===== src/rtl/apb_reg_slave_if.sv =====
// APB completer-side bus bundle for apb_reg_slave.
// The master modport is the requester's view; the slave modport is the register block's view.
interface apb_reg_slave_if;
    logic        psel_i;
    logic        penable_i;
    logic [31:0] paddr_i;
    logic        pwrite_i;
    logic [31:0] pwdata_i;
    logic [31:0] prdata_o;
    logic        pready_o;
    logic        pslverr_o;

    modport master (
        output psel_i, penable_i, paddr_i, pwrite_i, pwdata_i,
        input  prdata_o, pready_o, pslverr_o
    );

    modport slave (
        input  psel_i, penable_i, paddr_i, pwrite_i, pwdata_i,
        output prdata_o, pready_o, pslverr_o
    );
endinterface


===== src/rtl/apb_reg_slave.sv =====
// APB register completer: NUM_REGS read/write words plus a read-only STATUS word,
// programmable wait states, pslverr on illegal accesses, register 0 exported.
module apb_reg_slave #(
    parameter logic [31:0] BASE_ADDR   = 32'h0000_A000,
    parameter int          NUM_REGS    = 4,
    parameter int          WAIT_CYCLES = 1
) (
    input  logic              pclk,
    input  logic              preset,
    apb_reg_slave_if.slave    apb,
    output logic [31:0]       reg0_o
);

    typedef enum logic [1:0] {
        ST_IDLE,
        ST_WAIT,
        ST_READY
    } state_t;

    // ST_WAIT lasts WAIT_CYCLES cycles, so the counter starts one below the wait count.
    localparam logic [3:0]  WAIT_LOAD   = (WAIT_CYCLES > 0) ? 4'(WAIT_CYCLES - 1) : 4'd0;
    localparam logic [31:0] STATUS_OFFS = 32'h0000_0040;
    localparam logic [31:0] RW_SPAN     = 32'(4 * NUM_REGS);

    state_t      state_q, state_d;
    logic [3:0]  wait_cnt_q, wait_cnt_d;
    logic        pready_q, pready_d;
    logic [31:0] regs_q [NUM_REGS];
    logic [31:0] regs_d [NUM_REGS];
    logic [15:0] wr_cnt_q, wr_cnt_d;
    logic [15:0] rd_cnt_q, rd_cnt_d;

    logic [31:0] offset;
    logic [3:0]  reg_idx;
    logic        misaligned;
    logic        rw_hit;
    logic        status_hit;
    logic        access_err;
    logic        access_req;
    logic        in_ready;
    logic [31:0] rd_value;

    always_comb begin
        offset     = apb.paddr_i - BASE_ADDR;
        reg_idx    = offset[5:2];
        misaligned = (apb.paddr_i[1:0] != 2'b00);
        rw_hit     = (offset < RW_SPAN);
        status_hit = (offset == STATUS_OFFS);
        access_err = misaligned | ~(rw_hit | status_hit) | (status_hit & apb.pwrite_i);
        access_req = apb.psel_i & apb.penable_i;
        in_ready   = (state_q == ST_READY);
    end

    always_comb begin
        rd_value = 32'h0;
        if (status_hit) begin
            rd_value = {rd_cnt_q, wr_cnt_q};
        end else begin
            for (int i = 0; i < NUM_REGS; i++) begin
                if (reg_idx == 4'(i)) begin
                    rd_value = regs_q[i];
                end
            end
        end
    end

    // Read data and error are only presented during the completing cycle.
    assign apb.prdata_o  = (in_ready && !access_err && !apb.pwrite_i) ? rd_value : 32'h0;
    assign apb.pslverr_o = in_ready && access_err;
    assign apb.pready_o  = pready_q;
    assign reg0_o        = regs_q[0];

    always_comb begin
        state_d    = state_q;
        wait_cnt_d = wait_cnt_q;
        pready_d   = 1'b0;
        regs_d     = regs_q;
        wr_cnt_d   = wr_cnt_q;
        rd_cnt_d   = rd_cnt_q;

        case (state_q)
            ST_IDLE: begin
                if (access_req) begin
                    if (WAIT_CYCLES == 0) begin
                        state_d  = ST_READY;
                        pready_d = 1'b1;
                    end else begin
                        state_d    = ST_WAIT;
                        wait_cnt_d = WAIT_LOAD;
                    end
                end
            end
            ST_WAIT: begin
                if (!access_req) begin
                    state_d    = ST_IDLE;
                    wait_cnt_d = 4'd0;
                end else if (wait_cnt_q == 4'd0) begin
                    state_d  = ST_READY;
                    pready_d = 1'b1;
                end else begin
                    wait_cnt_d = wait_cnt_q - 4'd1;
                end
            end
            ST_READY: begin
                state_d = ST_IDLE;
                if (!access_err) begin
                    if (apb.pwrite_i) begin
                        for (int i = 0; i < NUM_REGS; i++) begin
                            if (reg_idx == 4'(i)) begin
                                regs_d[i] = apb.pwdata_i;
                            end
                        end
                        if (wr_cnt_q != 16'hFFFF) begin
                            wr_cnt_d = wr_cnt_q + 16'd1;
                        end
                    end else if (rd_cnt_q != 16'hFFFF) begin
                        rd_cnt_d = rd_cnt_q + 16'd1;
                    end
                end
            end
            default: begin
                state_d = ST_IDLE;
            end
        endcase
    end

    always_ff @(posedge pclk) begin
        if (preset) begin
            state_q    <= ST_IDLE;
            wait_cnt_q <= 4'd0;
            pready_q   <= 1'b0;
            wr_cnt_q   <= 16'h0;
            rd_cnt_q   <= 16'h0;
            for (int i = 0; i < NUM_REGS; i++) begin
                regs_q[i] <= 32'h0;
            end
        end else begin
            state_q    <= state_d;
            wait_cnt_q <= wait_cnt_d;
            pready_q   <= pready_d;
            wr_cnt_q   <= wr_cnt_d;
            rd_cnt_q   <= rd_cnt_d;
            for (int i = 0; i < NUM_REGS; i++) begin
                regs_q[i] <= regs_d[i];
            end
        end
    end

endmodule


===== src/flat_wrapper.sv =====
// flat-port wrapper written by rule: the top's interface ports become plain ports
module apb_reg_slave_flat 
#(
    parameter logic [31:0] BASE_ADDR   = 32'h0000_A000,
    parameter int          NUM_REGS    = 4,
    parameter int          WAIT_CYCLES = 1
)
  (pclk, preset, reg0_o, apb_psel_i, apb_penable_i, apb_paddr_i, apb_pwrite_i, apb_pwdata_i, apb_prdata_o, apb_pready_o, apb_pslverr_o);
  apb_reg_slave_if apb_i ();
  input  logic pclk;
  input  logic preset;
  output logic [31:0] reg0_o;
  input wire logic [$bits(apb_i.psel_i)-1:0] apb_psel_i;
  input wire logic [$bits(apb_i.penable_i)-1:0] apb_penable_i;
  input wire logic [$bits(apb_i.paddr_i)-1:0] apb_paddr_i;
  input wire logic [$bits(apb_i.pwrite_i)-1:0] apb_pwrite_i;
  input wire logic [$bits(apb_i.pwdata_i)-1:0] apb_pwdata_i;
  output wire logic [$bits(apb_i.prdata_o)-1:0] apb_prdata_o;
  output wire logic [$bits(apb_i.pready_o)-1:0] apb_pready_o;
  output wire logic [$bits(apb_i.pslverr_o)-1:0] apb_pslverr_o;
  assign apb_i.psel_i = apb_psel_i;
  assign apb_i.penable_i = apb_penable_i;
  assign apb_i.paddr_i = apb_paddr_i;
  assign apb_i.pwrite_i = apb_pwrite_i;
  assign apb_i.pwdata_i = apb_pwdata_i;
  assign apb_prdata_o = apb_i.prdata_o;
  assign apb_pready_o = apb_i.pready_o;
  assign apb_pslverr_o = apb_i.pslverr_o;
  apb_reg_slave #(.BASE_ADDR(BASE_ADDR), .NUM_REGS(NUM_REGS), .WAIT_CYCLES(WAIT_CYCLES)) u_core (.pclk(pclk), .preset(preset), .apb(apb_i), .reg0_o(reg0_o));
endmodule

===== config.mk =====
export PLATFORM = sky130hd
export DESIGN_NAME = apb_reg_slave_flat
export DESIGN_NICKNAME = d
export VERILOG_FILES = /design/src/rtl/apb_reg_slave_if.sv /design/src/rtl/apb_reg_slave.sv /design/src/flat_wrapper.sv
export SDC_FILE = /design/constraint.sdc
export NUM_CORES = 1
export LEC_CHECK = 0
export ABC_AREA = 1
export BUFFER_PORTS_ARGS = -buffer_cell sky130_fd_sc_hd__buf_2
export CORE_MARGIN = 2
export CORE_UTILIZATION = 59
export DETAILED_ROUTE_END_ITERATION = 12
export PLACE_DENSITY = 0.86
export SLEW_MARGIN = 10
export SYNTH_ARGS = -nofsm -noshare
export SYNTH_HDL_FRONTEND = slang
export SYNTH_SLANG_ARGS = --single-unit

===== constraint.sdc =====
create_clock -name pclk -period 5.59 [get_ports pclk]
set_clock_uncertainty 0.2 [all_clocks]
set_input_delay 1.118 -clock pclk [delete_from_list [all_inputs] [get_ports pclk]]
set_output_delay 1.118 -clock pclk [all_outputs]
set_load 0.005 [all_outputs]

==> results of run 1 <==
==> metal layers <==
| metal | wire, um | vias to the layer above | track usage | share of wire |
|---|---|---|---|---|
| met5 | 0 | - | 0 | 0 |
| met4 | 629 | 0 | 0.112 | 0.027 |
| met3 | 1690 | 54 | 0.0505 | 0.073 |
| met2 | 10600 | 364 | 0.470 | 0.45 |
| met1 | 10400 | 4064 | 0.401 | 0.45 |
| li1 | - | 4341 | - | - |
==> worst paths after layout <==
| kind | cells past startpoint | endpoint | slack (ns) |
|---|---|---|---|
| hold / removal | 1 | u_core.state_q[1] | 0.25 |
| setup / recovery | 19 | apb_prdata_o[26] | 0.53 |
| setup reg to reg | 9 | u_core.regs_q[28] | 2.81 |
| hold reg to reg | 1 | u_core.state_q[1] | 0.25 |
==> kinds of logic (layout without fill, tap and decap cells) <==
kind of cell / Yosys count / in the layout / synth area share
xor+xnor: 11 / 11 / 0.0111
buf+inv: 238 / 320 / 0.122
simple gates: 435 / 435 / 0.221
flops: 167 / 167 / 0.386
compound gates: 408 / 408 / 0.253
fa+ha+maj: 5 / 5 / 0.00723
==> report_power, final <==
| part | switching, W | internal, W | total (W) |
|---|---|---|---|
| Sequential | 0.00000210 | 0.00119 | 0.00119 |
| Combinational | 0.0000974 | 0.0000478 | 0.000145 |
| Clock | 0.000494 | 0.000662 | 0.00116 |
| Total | 0.000594 | 0.00190 | 0.00250 |
==> per-stage QoR <==
step	utilization	area (um^2)	setup slack [ns]	total power [W]	std cells
floorplan	-	8650	1.19	0.00131	1264
global placement	0.635	9160	0.786	0.00136	1498
detailed placement	0.635	9160	0.609	0.00136	1498
CTS	0.675	9740	0.602	0.00249	1530
global route	0.675	9740	0.187	0.00257	1530
finish	0.675	9740	0.529	0.00250	1530
==> layout by cell type, fill, tap and decap left out, types with 13 or more instances in the layout <==
master / n
a21oi_1: 184
a41oi_1: 19
buf_2: 134
buf_4: 13
clkbuf_16: 17
dfxtp_1: 167
inv_1: 139
nand2_1: 224
nand3_1: 43
nand4_1: 13
nor2_1: 98
nor3_1: 14
o2111ai_1: 13
o21ai_0: 155
o21ai_1: 29
==> flip-flops by register name (all words and copies together), names as in the netlist <==
register             count
u_core.wait_cnt_q        4
u_core.rd_cnt_q         16
u_core.apb.pready_o      1
u_core.wr_cnt_q         16
u_core.reg0_o           32
u_core.state_q           2
u_core.regs_q           96
==> worst max-delay path, delay by kind of cell <==
family / cells / cell delay, ns
AOI/OAI and AO/OA: 2 / 0.33
and+or+nand+nor: 9 / 1.36
buffers and inverters: 7 / 0.78
adders and majority gates: 1 / 0.16
==> final cells by class <==
class / instances / area, um^2 / area share
clock buffer: 19 / 433 / 0.0445
clock inverter: 13 / 145 / 0.0149
inverter: 140 / 526 / 0.0540
multi-input combinational: 859 / 4270 / 0.439
sequential: 167 / 3340 / 0.343
tap: 184 / 230 / 0.0236
timing repair buffer: 148 / 788 / 0.0809
==> cells in the mapped netlist, drive strengths merged <==
library cell	n	area (um^2)
a211oi	3	27.5
ha	5	62.6
a31oi	2	12.5
buf	60	389
nor4	9	56.3
or2	3	18.8
a41oi	19	166
a21oi	184	921
nor2	114	500
inv	140	526
nand3b	4	30.0
dfxtp	167	3340
nor3b	2	20.0
o21ai	184	921
o211ai	1	7.51
xor2	9	78.8
xnor2	2	17.5
o2111ai	13	114
and3	1	6.26
nand2	227	860
o31ai	1	7.51
nand4	14	103
clkbuf	38	143
nor3	15	75.1
o41ai	1	8.76
nand3	46	240
==> flow_summary.yaml, run 1 <==
setup_path:
  crit_start: "apb_paddr_i[13]"
  crit_path_top_delay_cell: "nor2_2"
  endpoint_kind: "primary output"
  critPathLaunchType: "input port"
  cp.arrival_ns: 3.74
  critical_path.max_stage_delay_ns: 0.37
  path_max_fanout: 34
  reg2reg_from: "u_core.state_q[1]"
  worst_ep_required_time_ns: 4.27
  criticalPathCategory: "input port to primary output"
  path_cells: "buf_2 -> inv_1 -> ha_1 -> inv_1 -> nand2_1 -> nand2_1 -> nor2_2 -> nand2_1 -> nand2_1 -> inv_1 -> nor2_1 -> nand3_2 -> nor2_4 -> nand3_1 -> inv_1 -> buf_4 -> o21ai_0 -> a21oi_1 -> buf_2"
timing:
  finalHoldViolations: 0
  final-setup-viol-count: 0
  fin_crit_sh: 0.905
  rsz0062_at_grt: "no"
  min_period_ns: 5.06
  tightest_slew_ns: 1.11
  drv_slew: 0
  slew_headroom: 0.258
  holdWs_ns: 0.245
  fmax_mhz: 198
  setup_tns_ns: 0
clock_network:
  cts_tree: "built"
  ctsLongestPathBuffers: 2
  cts_made_buffers: 17
  clock_latency_ns: 0.43
  post_cts_resized: 0
  clock_sinks: 167
  h-tree-depth: 4
  post-cts-setup-buffers: 0
  root_buffer: "clkbuf_16"
  clk_pin_slew_worst_paths_ns: 0.06
  hold_buffers: 0
routing:
  detail_route.wl_per_cell_um: 15.2
  via_count: 8823
  viasPerCell: 5.77
  drc: 0
  drt_pass1_iterations: 6
  drtAntennaViolNets: 0
  wirelength_um: 23300
  drtIter0Drc: 827
cells_and_area:
  final_nets: 1407
  synthToLayoutAreaGrowth_pct: 12.5
  drive_gt1_frac: 0.155
  antenna_cells: 0
  n_fill_cell: 1242
place:
  hpwlAfterDp_um: 16000
  gp_congestion: 0.945
  port_buffers: 134
hold_path:
  hold_class: "flop to flop"
  hp-start: "u_core.state_q[1]"
pwr:
  power_leakage_nw: 4.15
  ir_drop_mv: 0.250
  p_per_area_mw_per_mm2: 256
logic_synthesis:
  synth_cell_type_count: 37
  syn_nets: 1338
  syn_area_mm2: 0.00865
  ys_seq_elements: 167
  ys_seq_area_frac: 0.386
  synth.avg_cell_area_um2: 6.85
  syn_inst: 1264
  ys_warn_count: 0
floorplanning:
  start_util: 0.600
  fp.dieW_um: 125
  ios: 135
  fp-row-count: 44
  die_area_mm2: 0.0157
  core_mm2: 0.0144
  die_h_um: 125
global_route:
  grt_pass1_wl_um: 38100
  antenna_found_initial: 0
  grtUsageTotal: 0.294
  grt_pass1_vias: 7815
  grt_max_degree: 77
  overflow: 0
job:
  maxCapViolations: 0
outcome:
  status: "complete, no violations"
No activity file was read; power rests on OpenSTA's default activity.
==> run 2: changes to the inputs <==
--- a/constraint.sdc
+++ b/constraint.sdc
@@ -4,2 +4,2 @@
 set_output_delay 1.118 -clock pclk [all_outputs]
-set_load 0.005 [all_outputs]
+set_load 0.02 [all_outputs]
==> flow_summary.yaml, run 2 (synthesis gave the netlist of run 1 again) <==
clock_network:
  h-tree-depth: 4
  post-cts-setup-buffers: 0
  clock_latency_ns: 0.43
  clock_sinks: 167
  post_cts_resized: 0
  clk_pin_slew_worst_paths_ns: 0.06
  ctsLongestPathBuffers: 2
  hold_buffers: 0
  cts_tree: "built"
  cts_made_buffers: 17
  root_buffer: "clkbuf_16"
cells_and_area:
  final_nets: 1407
  final_cells: 1528
  layout_commonest_cell: "nand2_1"
  n_fill_cell: 1239
  largest_register_ffs: 96
  synthToLayoutAreaGrowth_pct: 12.4
  antenna_cells: 0
  drive_gt1_frac: 0.151
  final_cell_mix: "224 x nand2_1, 184 x a21oi_1, 167 x dfxtp_1, 155 x o21ai_0, 139 x inv_1"
  top_register: "u_core.regs_q"
floorplanning:
  ios: 135
  fp-row-count: 44
  die_area_mm2: 0.0157
  start_util: 0.600
  die_h_um: 125
  core_mm2: 0.0144
  fp.dieW_um: 125
timing:
  finalHoldViolations: 0
  drv_slew: 0
  rsz0062_at_grt: "no"
  setup_tns_ns: 0
  min_period_ns: 5.16
  slew_headroom: 0.272
  fin_crit_sh: 0.923
  fin_ws_ns: 0.433
  fmax_mhz: 194
  tightest_slew_ns: 1.09
  final-setup-viol-count: 0
setup_path:
  path_cells: "buf_2 -> inv_1 -> ha_1 -> inv_1 -> nand2_1 -> nand2_1 -> nor2_2 -> nand2_1 -> nand2_1 -> inv_1 -> nor2_1 -> nand3_2 -> nor2_4 -> nand3_1 -> inv_1 -> buf_4 -> o21ai_0 -> a21oi_1 -> buf_2"
  crit_path_top_delay_cell: "nor2_2"
  endpoint_kind: "primary output"
  crit_buf_inv: 7
  crit_family: "simple AND/OR/NAND/NOR gates"
  worst_ep_required_time_ns: 4.27
  critPathLaunchType: "input port"
  criticalPathCategory: "input port to primary output"
  critical_path.max_stage_delay_ns: 0.38
  cp.arrival_ns: 3.84
  path_max_fanout: 34
  r2r_setup_slack_ns: 2.79
routing:
  wirelength_um: 23700
  drc: 0
  detail_route.wl_per_cell_um: 15.5
  drtAntennaViolNets: 0
  viasPerCell: 5.78
  drtIter0Drc: 854
  drt_pass1_iterations: 6
  via_count: 8837
place:
  gp_congestion: 0.953
  pre_cts_ws_ns: 0.566
  hpwlAfterDp_um: 15900
  port_buffers: 134
  place_inst: 1498
global_route:
  grtUsageTotal: 0.301
  antenna_found_initial: 0
  grt_max_degree: 77
  overflow: 0
  grt_pass1_vias: 8049
  grt_pass1_wl_um: 38600
hold_path:
  hold_class: "flop to flop"
pwr:
  power_leakage_nw: 4.14
  ir_drop_mv: 0.245
  p_per_area_mw_per_mm2: 257
  power_w: 0.00250
outcome:
  status: "complete, no violations"
job:
  maxCapViolations: 0
-- run 2: worst paths after layout --
path / from / to / cells after the start
worst min-delay path: u_core.state_q[1] / u_core.state_q[1] / 1
worst max register to register: u_core.state_q[1] / u_core.regs_q[28] / 9
worst max-delay path: apb_paddr_i[13] / apb_prdata_o[31] / 19
worst min register to register: u_core.state_q[1] / u_core.state_q[1] / 1
-- run 2: metal layers --
| layer | global-route usage | vias up | routed length (um) |
|---|---|---|---|
| li1 | - | 4346 | - |
| met1 | 0.383 | 4035 | 10100 |
| met2 | 0.474 | 389 | 10700 |
| met3 | 0.0916 | 67 | 2140 |
| met4 | 0.130 | 0 | 733 |
| met5 | 0 | - | 0 |
-- run 2: final cells by class --
class / instances / area, um^2 / share of cell area
clock inverter: 8 / 126 / 0.0130
tap: 184 / 230 / 0.0237
clock buffer: 22 / 444 / 0.0456
sequential: 167 / 3340 / 0.344
inverter: 140 / 526 / 0.0540
multi-input combinational: 859 / 4270 / 0.439
timing repair buffer: 148 / 788 / 0.0810
-- run 2: metrics by stage --
step	hold slack, ns	util	area, um^2
finish	0.252	0.675	9730
global route	0.288	0.675	9730
CTS	0.251	0.675	9730
detailed placement	0.243	0.635	9160
global placement	0.238	0.635	9160
floorplan	0.222	-	8650
-- run 2: where the power goes --
part           total (W)  leakage (nW)  internal (W)  switching, W
Sequential       0.00120          1.34       0.00119    0.00000221
Clock            0.00116         0.266      0.000697      0.000464
Combinational   0.000145          2.53     0.0000477     0.0000974
==> run 3: changes to the inputs <==
BUFFER_PORTS_ARGS = -buffer_cell sky130_fd_sc_hd__buf_4   (was -buffer_cell sky130_fd_sc_hd__buf_2)
==> flow_summary.yaml, run 3 (synthesis gave the netlist of run 1 again) <==
routing:
  drtIter0Drc: 964
  drt_pass1_iterations: 5
  via_count: 8767
  drc: 0
  wirelength_um: 23700
  viasPerCell: 5.73
  drtAntennaViolNets: 0
  detail_route.wl_per_cell_um: 15.5
timing:
  rsz0062_at_grt: "no"
  drv_slew: 0
  fmax_mhz: 198
  min_period_ns: 5.06
  tightest_slew_ns: 0.909
  setup_tns_ns: 0
  finalHoldViolations: 0
  fin_crit_sh: 0.905
  final-setup-viol-count: 0
  slew_headroom: 0.386
  fin_ws_ns: 0.529
setup_path:
  criticalPathCategory: "input port to primary output"
  r2r_setup_slack_ns: 2.89
  critPathLaunchType: "input port"
  crit_top_cell: "nand2_1"
  r2r_end: "u_core.regs_q[10]"
  cp.arrival_ns: 3.74
  path_max_fanout: 34
  crit_path_top_delay_cell: "nor2_2"
  endpoint: "apb_prdata_o[14]"
  crit_start: "apb_paddr_i[13]"
  path_cells: "buf_4 -> inv_1 -> ha_1 -> inv_1 -> nand2_1 -> nand2_1 -> nor2_2 -> nand3_2 -> nand2_2 -> nand2_1 -> nor2_1 -> nand2_1 -> nor2_4 -> nand3_1 -> inv_1 -> buf_4 -> o21ai_0 -> a21oi_1 -> buf_4"
  endpoint_kind: "primary output"
  reg2reg_from: "u_core.state_q[1]"
  worst_ep_required_time_ns: 4.27
  critical_path.max_stage_delay_ns: 0.38
  rr_worst_depth: 9
clock_network:
  cts_made_buffers: 17
  clk_pin_slew_worst_paths_ns: 0.06
  cts_tree: "built"
  hold_buffers: 0
  post_cts_resized: 0
  ctsLongestPathBuffers: 2
  h-tree-depth: 4
  root_buffer: "clkbuf_16"
  post-cts-setup-buffers: 0
  clock_latency_ns: 0.42
  clock_sinks: 167
place:
  place_area_mm2: 0.00950
  pre_cts_ws_ns: 0.562
  hpwlAfterDp_um: 16200
  gp_congestion: 0.954
  port_buffers: 134
floorplanning:
  fp-row-count: 44
  die_h_um: 125
  core_mm2: 0.0144
  ios: 135
  die_area_mm2: 0.0157
  fp.dieW_um: 125
  start_util: 0.600
pwr:
  power_w: 0.00251
  p_per_area_mw_per_mm2: 249
  ir_drop_mv: 0.233
  power_leakage_nw: 4.21
outcome:
  status: "complete, no violations"
hold_path:
  hold_class: "flop to flop"
cells_and_area:
  multiInputGateArea_mm2: 0.00427
  drive_gt1_frac: 0.155
  final_cell_area_mm2: 0.0101
  layout_commonest_cell: "nand2_1"
  synthToLayoutAreaGrowth_pct: 16.6
  n_fill_cell: 1221
  largest_register_ffs: 96
  regArea_mm2: 0.00334
  final_cell_mix: "224 x nand2_1, 184 x a21oi_1, 167 x dfxtp_1, 155 x o21ai_0, 147 x buf_4"
  final_nets: 1407
  top_register: "u_core.regs_q"
  antenna_cells: 0
global_route:
  grt_pass1_vias: 7872
  grt_max_degree: 69
  grt_pass1_wl_um: 38500
  overflow: 0
  grtUsageTotal: 0.298
  antenna_found_initial: 0
job:
  maxCapViolations: 0
## run 3: how the worst min path moves through the flow
stage / startpoint / end / slack, ns / depth (start not counted)
final: u_core.state_q[1] / u_core.state_q[1] / 0.25 / 1
after floorplan: u_core.state_q[1] / u_core.apb.pready_o / 0.22 / 1
after detailed placement: u_core.state_q[1] / u_core.state_q[1] / 0.24 / 1
after global routing: u_core.state_q[1] / u_core.apb.pready_o / 0.28 / 1
after CTS: u_core.state_q[1] / u_core.state_q[1] / 0.25 / 1
after global placement: u_core.state_q[1] / u_core.state_q[1] / 0.23 / 1
## run 3: layer usage
| layer | vias to the layer above | GRT usage | routed length [um] |
|---|---|---|---|
| li1 | 4354 | - | - |
| met1 | 4007 | 0.398 | 10600 |
| met2 | 357 | 0.491 | 10900 |
| met3 | 49 | 0.0586 | 1730 |
| met4 | 0 | 0.0882 | 456 |
| met5 | - | 0 | 0 |
## run 3: final cells by class
type,instances,share of cell area
Multi-Input combinational cell,859,0.423
Timing Repair Buffer,148,0.111
Sequential cell,167,0.331
Tap cell,184,0.0228
Clock buffer,23,0.0503
Inverter,140,0.0521
Clock inverter,8,0.00868
## run 3: per-stage QoR
step	util	hold slack, ns	cells
global route	0.700	0.281	1529
floorplan	-	0.222	1264
detailed placement	0.658	0.242	1498
global placement	0.658	0.232	1498
CTS	0.700	0.251	1529
finish	0.700	0.255	1529
## run 3: power breakdown
| group | total (W) | internal, W | leakage, nW | switching, W |
|---|---|---|---|---|
| Sequential | 0.00120 | 0.00119 | 1.34 | 0.00000231 |
| Combinational | 0.000158 | 0.0000607 | 2.58 | 0.0000976 |
| Clock | 0.00116 | 0.000686 | 0.284 | 0.000476 |
| Total | 0.00251 | 0.00194 | 4.21 | 0.000575 |
## run 3: worst max-delay path: cells and delay by family
family / cells / cell delay [ns]
simple gates: 10 / 1.41
compound gates: 2 / 0.31
buf+inv: 6 / 0.76
fa+ha+maj: 1 / 0.15
